File: src/rtl/bin2bcd_seq.sv
// bin2bcd_seq -- sequential binary to BCD converter (shift-and-add-3).
//
// A value is accepted in IDLE, converted one bit per clock in SHIFT, and the
// result is held in DONE until the consumer takes it.
//
// Ports:
//   clk        single clock, all state changes on the rising edge
//   rst_n      asynchronous active-low reset
//   binary     value to convert, sampled only on the accept edge
//   in_valid   binary is valid
//   in_ready   block can accept (high only in IDLE)
//   bcd        result, digit k at bits [4k+3:4k], digit 0 = ones
//   sign       result is negative (always 0 unless BCD_SIGNED_EN)
//   out_valid  bcd/sign hold a completed result (DONE)
//   out_ready  consumer takes the result
//   busy       conversion in progress (SHIFT)
//
// Optional feature macro: BCD_SIGNED_EN -- treats binary as two's complement,
// converts its magnitude and reports the sign separately.

module bin2bcd_seq #(
   parameter int WIDTH  = 8,
   parameter int DIGITS = 3
) (
   input  logic                  clk,
   input  logic                  rst_n,
   input  logic [WIDTH-1:0]      binary,
   input  logic                  in_valid,
   output logic                  in_ready,
   output logic [4*DIGITS-1:0]   bcd,
   output logic                  sign,
   output logic                  out_valid,
   input  logic                  out_ready,
   output logic                  busy
);

   localparam int CW = $clog2(WIDTH + 1);

   function automatic logic [63:0] pow10(input int n);
      logic [63:0] p;
      p = 64'd1;
      for (int i = 0; i < n; i++) begin
         p = p * 64'd10;
      end
      return p;
   endfunction

   // Refuse to build a converter whose digits cannot hold the largest input.
   generate
      if (pow10(DIGITS) < (64'd1 << WIDTH)) begin : g_digits_too_few
         $error("bin2bcd_seq: DIGITS too small for WIDTH");
      end
   endgenerate

   typedef enum logic [1:0] {
      IDLE,
      SHIFT,
      DONE
   } state_t;

   state_t                 state_q, state_d;
   logic [CW-1:0]          cnt_q, cnt_d;
   logic [WIDTH-1:0]       sr_q, sr_d;
   logic [4*DIGITS-1:0]    dig_q, dig_d;
   logic [4*DIGITS-1:0]    bcd_q, bcd_d;
   logic [4*DIGITS-1:0]    adj;
   logic [4*DIGITS-1:0]    dig_shifted;
   logic [WIDTH-1:0]       magnitude;

`ifdef BCD_SIGNED_EN
   logic                   sign_q, sign_d;
   logic                   sign_w_q, sign_w_d;

   // Two's complement magnitude; the most negative value maps onto its own
   // bit pattern, which read as unsigned is exactly 2^(WIDTH-1).
   assign magnitude = binary[WIDTH-1] ? (~binary + WIDTH'(1)) : binary;
   assign sign      = sign_q;
`else
   assign magnitude = binary;
   assign sign      = 1'b0;
`endif

   assign in_ready  = (state_q == IDLE);
   assign busy      = (state_q == SHIFT);
   assign out_valid = (state_q == DONE);
   assign bcd       = bcd_q;

   // Add-3 correction: any digit of 5 or more would overflow past 9 once
   // doubled by the shift, so it is pre-biased into the next BCD decade.
   always_comb begin
      adj = dig_q;
      for (int k = 0; k < DIGITS; k++) begin
         if (dig_q[4*k +: 4] >= 4'd5) begin
            adj[4*k +: 4] = dig_q[4*k +: 4] + 4'd3;
         end
      end
   end

   // Digits and shift register form one left-shifting chain.
   assign dig_shifted = {adj[4*DIGITS-2:0], sr_q[WIDTH-1]};

   // Next-state and datapath.  The published result only changes on the
   // final shift, so bcd never shows a partially converted value.
   always_comb begin
      state_d  = state_q;
      cnt_d    = cnt_q;
      sr_d     = sr_q;
      dig_d    = dig_q;
      bcd_d    = bcd_q;
`ifdef BCD_SIGNED_EN
      sign_d   = sign_q;
      sign_w_d = sign_w_q;
`endif
      case (state_q)
         IDLE: begin
            if (in_valid) begin
               sr_d    = magnitude;
               dig_d   = '0;
               cnt_d   = CW'(WIDTH);
`ifdef BCD_SIGNED_EN
               sign_w_d = binary[WIDTH-1];
`endif
               state_d = SHIFT;
            end
         end
         SHIFT: begin
            dig_d = dig_shifted;
            sr_d  = {sr_q[WIDTH-2:0], 1'b0};
            cnt_d = cnt_q - CW'(1);
            if (cnt_q == CW'(1)) begin
               bcd_d   = dig_shifted;
`ifdef BCD_SIGNED_EN
               sign_d  = sign_w_q;
`endif
               state_d = DONE;
            end
         end
         DONE: begin
            if (out_ready) begin
               state_d = IDLE;
            end
         end
         default: begin
            state_d = IDLE;
         end
      endcase
   end

   // State registers; reset clears everything so an aborted conversion
   // leaves no trace.
   always_ff @(posedge clk or negedge rst_n) begin
      if (!rst_n) begin
         state_q  <= IDLE;
         cnt_q    <= '0;
         sr_q     <= '0;
         dig_q    <= '0;
         bcd_q    <= '0;
`ifdef BCD_SIGNED_EN
         sign_q   <= 1'b0;
         sign_w_q <= 1'b0;
`endif
      end else begin
         state_q  <= state_d;
         cnt_q    <= cnt_d;
         sr_q     <= sr_d;
         dig_q    <= dig_d;
         bcd_q    <= bcd_d;
`ifdef BCD_SIGNED_EN
         sign_q   <= sign_d;
         sign_w_q <= sign_w_d;
`endif
      end
   end

endmodule

File: config.mk
export PLATFORM = sky130hd
export DESIGN_NAME = bin2bcd_seq
export DESIGN_NICKNAME = d
export VERILOG_FILES = /design/src/rtl/bin2bcd_seq.sv
export SDC_FILE = /design/constraint.sdc
export NUM_CORES = 1
export LEC_CHECK = 0
export BUFFER_PORTS_ARGS = -buffer_cell sky130_fd_sc_hd__buf_2
export CAP_MARGIN = 20
export CORE_MARGIN = 2
export CORE_UTILIZATION = 55
export CTS_CLUSTER_SIZE = 12
export DETAILED_ROUTE_END_ITERATION = 16
export PLACE_DENSITY = 0.77
export SLEW_MARGIN = 20
export SYNTH_ARGS = -nofsm -noshare
export SYNTH_HDL_FRONTEND = slang
export SYNTH_SLANG_ARGS = --single-unit
File: constraint.sdc
create_clock -name clk -period 4.7 [get_ports clk]
set_input_delay 0.705 -clock clk [delete_from_list [all_inputs] [get_ports clk]]
set_output_delay 0.705 -clock clk [all_outputs]
set_load 0.005 [all_outputs]
Word level (Yosys, flattened, before mapping)
Index checks and enable logic that the tools add are counted.

Magnitude comparators: 3. Equality and inequality tests: 6. Mux-type cells: 13. Reductions and logical operators: 5. $add $sub $neg: 4.

Operator list (count): $pmux W12 S2 (1); $pmux W8 S2 (1); $ge A4 B3 Y1 const B (3); $mux W12 (1); $mux W4 (3); $add A4 B2 Y4 const B (2); $mux W8 (1); $pmux W4 S2 (1); $mux W2 (3); $pmux W2 S3 (1); $eq A4 B1 Y1 const B (1); $ne A2 B1 Y1 const B (2); $reduce_and A2 Y1 (2); $sub A4 B1 Y4 const B (1); $add A3 B2 Y3 const B (1); $mux W3 (1); $reduce_and A3 Y1 (1); $eq A2 B1 Y1 const B (1); $eq A2 B2 Y1 const B (1); $logic_not A2 Y1 (1); $ne A2 B2 Y1 const B (1); $reduce_bool A2 Y1 (1).

Output and inout bits: 16. Register bits after elaboration: 38. Logic and storage cells: 36. Bits of input ports: 12.

Longest topological paths before layout
Depth in word-level cells: 3. Depth in mapped cells: 7. Mapped depth without buffers: 6.

Worst setup path before layout
OpenSTA, ideal clock, no wires.

Path kind: register -> output. Start point: reg state_q[1]. End point: out busy. Path slack: 3.136 ns. Cell stages (with the launch flop): 4. Data required time: 3.995 ns. Arrival: 0.859 ns. Cells stage by stage: dfrtp_1 nand2b_2 inv_2 buf_2.

Word-level cells in the longest chain between the ends: 1.

Ends and longest elaborated chain: from (decl) (RTL line 61) `state_t state_q, state_d;`; from (signal assigned) (RTL line 163) `state_q <= state_d;`; $eq A2 B1 Y1 (RTL line 84) `assign busy = (state_q == SHIFT);`; to (decl) (RTL line 34) `output logic busy`.

No other way between the ends.

Worst setup path after layout
Same ends and word-level chain as after synthesis.

==> results.md <==
Timing:
- The final hold violation count was 0.
- The worst slew margin relative to its limit is 47.1%.
- The worst clock skew on the final layout is between 0.01 and 0.015 ns.
- The transition at the pin with the smallest max-transition slack is 0.794 ns.
- Setup violations remaining at the end of the flow were counted as 0.
- The worst path in the final design needs a cycle of between 2 and 2.5 ns, including I/O delays and setup.
- The achievable frequency is 0.415 GHz.
- The max-slew violation count came to 0.
- The final worst-path cycle share is 51.3%.
- Setup repair after global routing left no endpoint under its margin.
- Setup total negative slack on the finished layout was measured at 0 ns.

Detailed routing:
- The total routed wirelength is 3570 µm.
- The detailed-route via count is 1,431.
- The number of optimization iterations in the first detailed-route pass is 4.
- Dividing the detail-routed wire length by the instance count gives between 10 and 15 µm.
- The count of antenna-violating nets left after detailed routing is 0.
- After detailed routing, the number of remaining DRC violations is 0.
- The via count normalized by instance count is between 5 and 6.
- The violation count after the first detailed-routing iteration is 85.

Synthesis:
- The number of warning messages in the yosys log is 0.
- A synthesized cell averages 9.71 µm².
- In the post-synthesis netlist, the cell with the most instances is dfrtp_1.
- The area share of the leading cell type in the synthesized netlist is between 50 and 60%.
- In the synthesized netlist, the cells that appear most often are dfrtp_1, o21ai_0, nand2_1.
- Counting flops with an async set or reset pin after synthesis yields a share of 100%.
- The net count after synthesis is 214.
- The biggest area contributor in the post-synthesis netlist is dfrtp_1.
- Synthesis produced 194 cells.
- Sequential cells were found to cover 50.5% of the synthesized design area.
- The synthesized netlist occupies a cell area of 1880 µm².
- In this run, synthesis produced a sequential element count of 38.
- Synthesis instantiated 28 different standard cells from the library.
- The number of flops mapped to enable cells by yosys is 0.
- The commonest register cell after synthesis is dfrtp_1.
- By area the synthesized netlist is led by dfrtp_1, o21ai_0, ha_1.

CTS:
- The count of H-tree levels built during CTS is 2.
- The clock tree from TritonCTS is yes.
- The hold-fix buffer count after cts is 0.
- The later pin in the worst-skew pair is clocked with a latency of 0.35 ns.
- Gates resized during post-CTS repair numbered 0.
- The number of sinks driven by the clock tree is 38.
- No sink is reached through more buffers than the 2 on the longest clock path.
- The number of clock buffers inserted by TritonCTS is 5.
- The clock root buffer master is clkbuf_4.
- The number of setup buffers added after CTS is 0.
- After clock tree synthesis, the clock-pin slew on the worst setup and hold paths is 0.11 ns.

Floorplanning:
- The total area inside the core boundary comes to 3310 µm².
- Row generation in the floorplan step produced 21 rows.
- The number of top-level pins is 28.
- The die height is 62.5 µm.
- The overall die area is between 3000 and 4000 µm².
- The starting utilization of the core area is a little under three fifths.
- The overall die width is 62.5 µm.

Setup path:
- The endpoint type of the worst setup path is a primary output.
- The setup path with the least slack is of type flop to primary output.
- The largest incremental delay on the critical path is 0.55 ns.
- The required arrival time at the worst endpoint is 3.99 ns.
- For the worst setup path, the data arrival time is approximately 1.7 ns.
- The cell class contributing the biggest share of worst-path delay is flip-flops.
- The depth of the critical timing path with buffers and inverters included is 3.
- The cell with the biggest individual delay on the critical path is dfrtp_1.
- The highest net fanout along the worst path is 15.
- The count of buffer and inverter cells on the critical path is 2.
- The critical path goes through nand2b_2 -> inv_2 -> buf_2.
- The worst setup path is launched from a flop.
- The count of cells along the worst register-to-register path is 4.

Power:
- For this design the static power due to leakage is 0.974 nW.
- The peak supply drop is 0.306 mV.
- The power per cell area is 668 nW/µm².

Layout:
- The post-route netlist has between 20% and 30% of its cells at a drive strength greater than 1.
- Once layout is complete, the cells apart from fillers number 264.
- The total inserted antenna cells is 0.
- Cells fill 62.8% of the core in the end.
- The number of filler instances in the final layout is ~300.
- The area growth from synthesis to layout is 10.4%.
- At the end of the flow, the number of nets in the layout was 237.

Global route:
- The total global routing overflow is 0.
- The number of antenna violations at the first check in global routing is 0.
- For this run, the total global-route usage over all layers was measured as approximately 20%.
- The wire length of the first global-routing pass is 6100 µm.
- The via count of the first global-routing pass is about 1,400.
- Entering global routing, the biggest net connects 39 pins.

Placed design:
- During placement, the flow inserted port buffers numbering 26.
- Routability-driven placement finished with a final weighted congestion of 0.791.
- After detailed placement, the design holds a cell count of approximately 260.
- The HPWL after detailed placement is 2480 µm.

Min path:
- The classification of the worst-slack hold path is input pin to async pin.

Job:
- The number of maximum-capacitance constraint violations is 0.

Run status:
- The flow ran to the end, and the final reports show no timing, DRC or antenna violations.
## registers in the layout, summed over array words and instances, names as in the netlist
| register | count |
|---|---|
| sr_q | 8 |
| cnt_q | 4 |
| dig_q | 12 |
| bcd | 12 |
| state_q | 2 |
## report_power, final
group | switching (W) | internal, W | total [W]
sequential | 0.000136 | 0.000469 | 0.000605
clock | 0.000104 | 0.0000725 | 0.000177
combinational | 0.000332 | 0.000277 | 0.000608
total | 0.000572 | 0.000818 | 0.00139
## cell families (layout without fill, tap and decap cells)
family | Yosys count | after routing | share of synthesized area [%]
compound gates | 63 | 63 | 19.0
xor+xnor | 3 | 3 | 1.39
fa+ha+maj | 8 | 8 | 5.31
buf+inv | 20 | 44 | 4.71
flops | 38 | 38 | 50.5
mux | 6 | 6 | 3.59
other cells | 1 | 1 | 0.199
simple gates | 55 | 55 | 15.3
## path summary, 6_finish.rpt
check                           start      end  slack [ns]
setup / recovery           state_q[1]     busy        2.29
hold / removal                  rst_n  bcd[11]        0.42
setup reg to reg           state_q[1]   bcd[0]        2.66
hold reg to reg                bcd[4]   bcd[4]        0.49
max in group asynchronous       rst_n  sr_q[1]        3.77
min in group clk               bcd[4]   bcd[4]        0.49
## metal layers
metal	part of all wire (%)	vias up	wire length (µm)	GRT usage [%]
met1	47	690	1660	24.7
met4	2.2	0	78	9.17
met2	47	24	1690	32.4
met5	0	-	0	0
met3	3.7	8	132	5.95
li1	-	709	-	-
## layout by cell type (no fill, tap or decap)
cell type	instances
nand3_1	3
a22o_1	3
clkbuf_4	5
nand2b_2	1
o21bai_2	1
clkinv_2	1
a21oi_1	16
dfrtp_1	38
conb_1	1
a22oi_1	7
nand2_1	23
nor3b_2	1
inv_1	9
clkbuf_8	1
inv_2	1
nor2b_1	10
o21ai_1	10
xnor2_1	3
mux2_2	6
nand2b_1	4
o21ai_0	24
nand2_2	1
nor3b_1	5
a21oi_2	2
clkbuf_1	1
nor3_1	4
buf_2	26
nand3b_1	1
nor2_1	2
ha_1	8
## stage by stage
stage	hold WS [ns]	power [W]	setup WS, ns	area [µm²]
CTS	0.449	0.00140	2.28	2080
global placement	0.461	0.00118	2.72	2020
floorplan	0.409	0.00104	3.14	1880
global route	0.471	0.00153	2.15	2080
detailed placement	0.472	0.00122	2.68	2020
finish	0.423	0.00139	2.29	2080
## worst register-to-register path, delay by kind of cell, from the launching register on
| family | cells | cell delay [ns] |
|---|---|---|
| and+or+nand+nor | 2 | 0.74 |
| DFF | 1 | 0.63 |
| muxes | 1 | 0.40 |
| buffers and inverters | 1 | 0.18 |
## layout make-up
| class | instances | area, µm² | share of cell area, % |
|---|---|---|---|
| clock inverters | 1 | 5.00 | 0.241 |
| repair buffers | 26 | 130 | 6.25 |
| inverters | 10 | 37.5 | 1.80 |
| flip-flops and latches | 38 | 951 | 45.7 |
| multi-input cells | 136 | 845 | 40.6 |
| well taps | 46 | 57.6 | 2.77 |
| clock buffers | 7 | 55.1 | 2.65 |
Power figures use the tool's default switching activity.
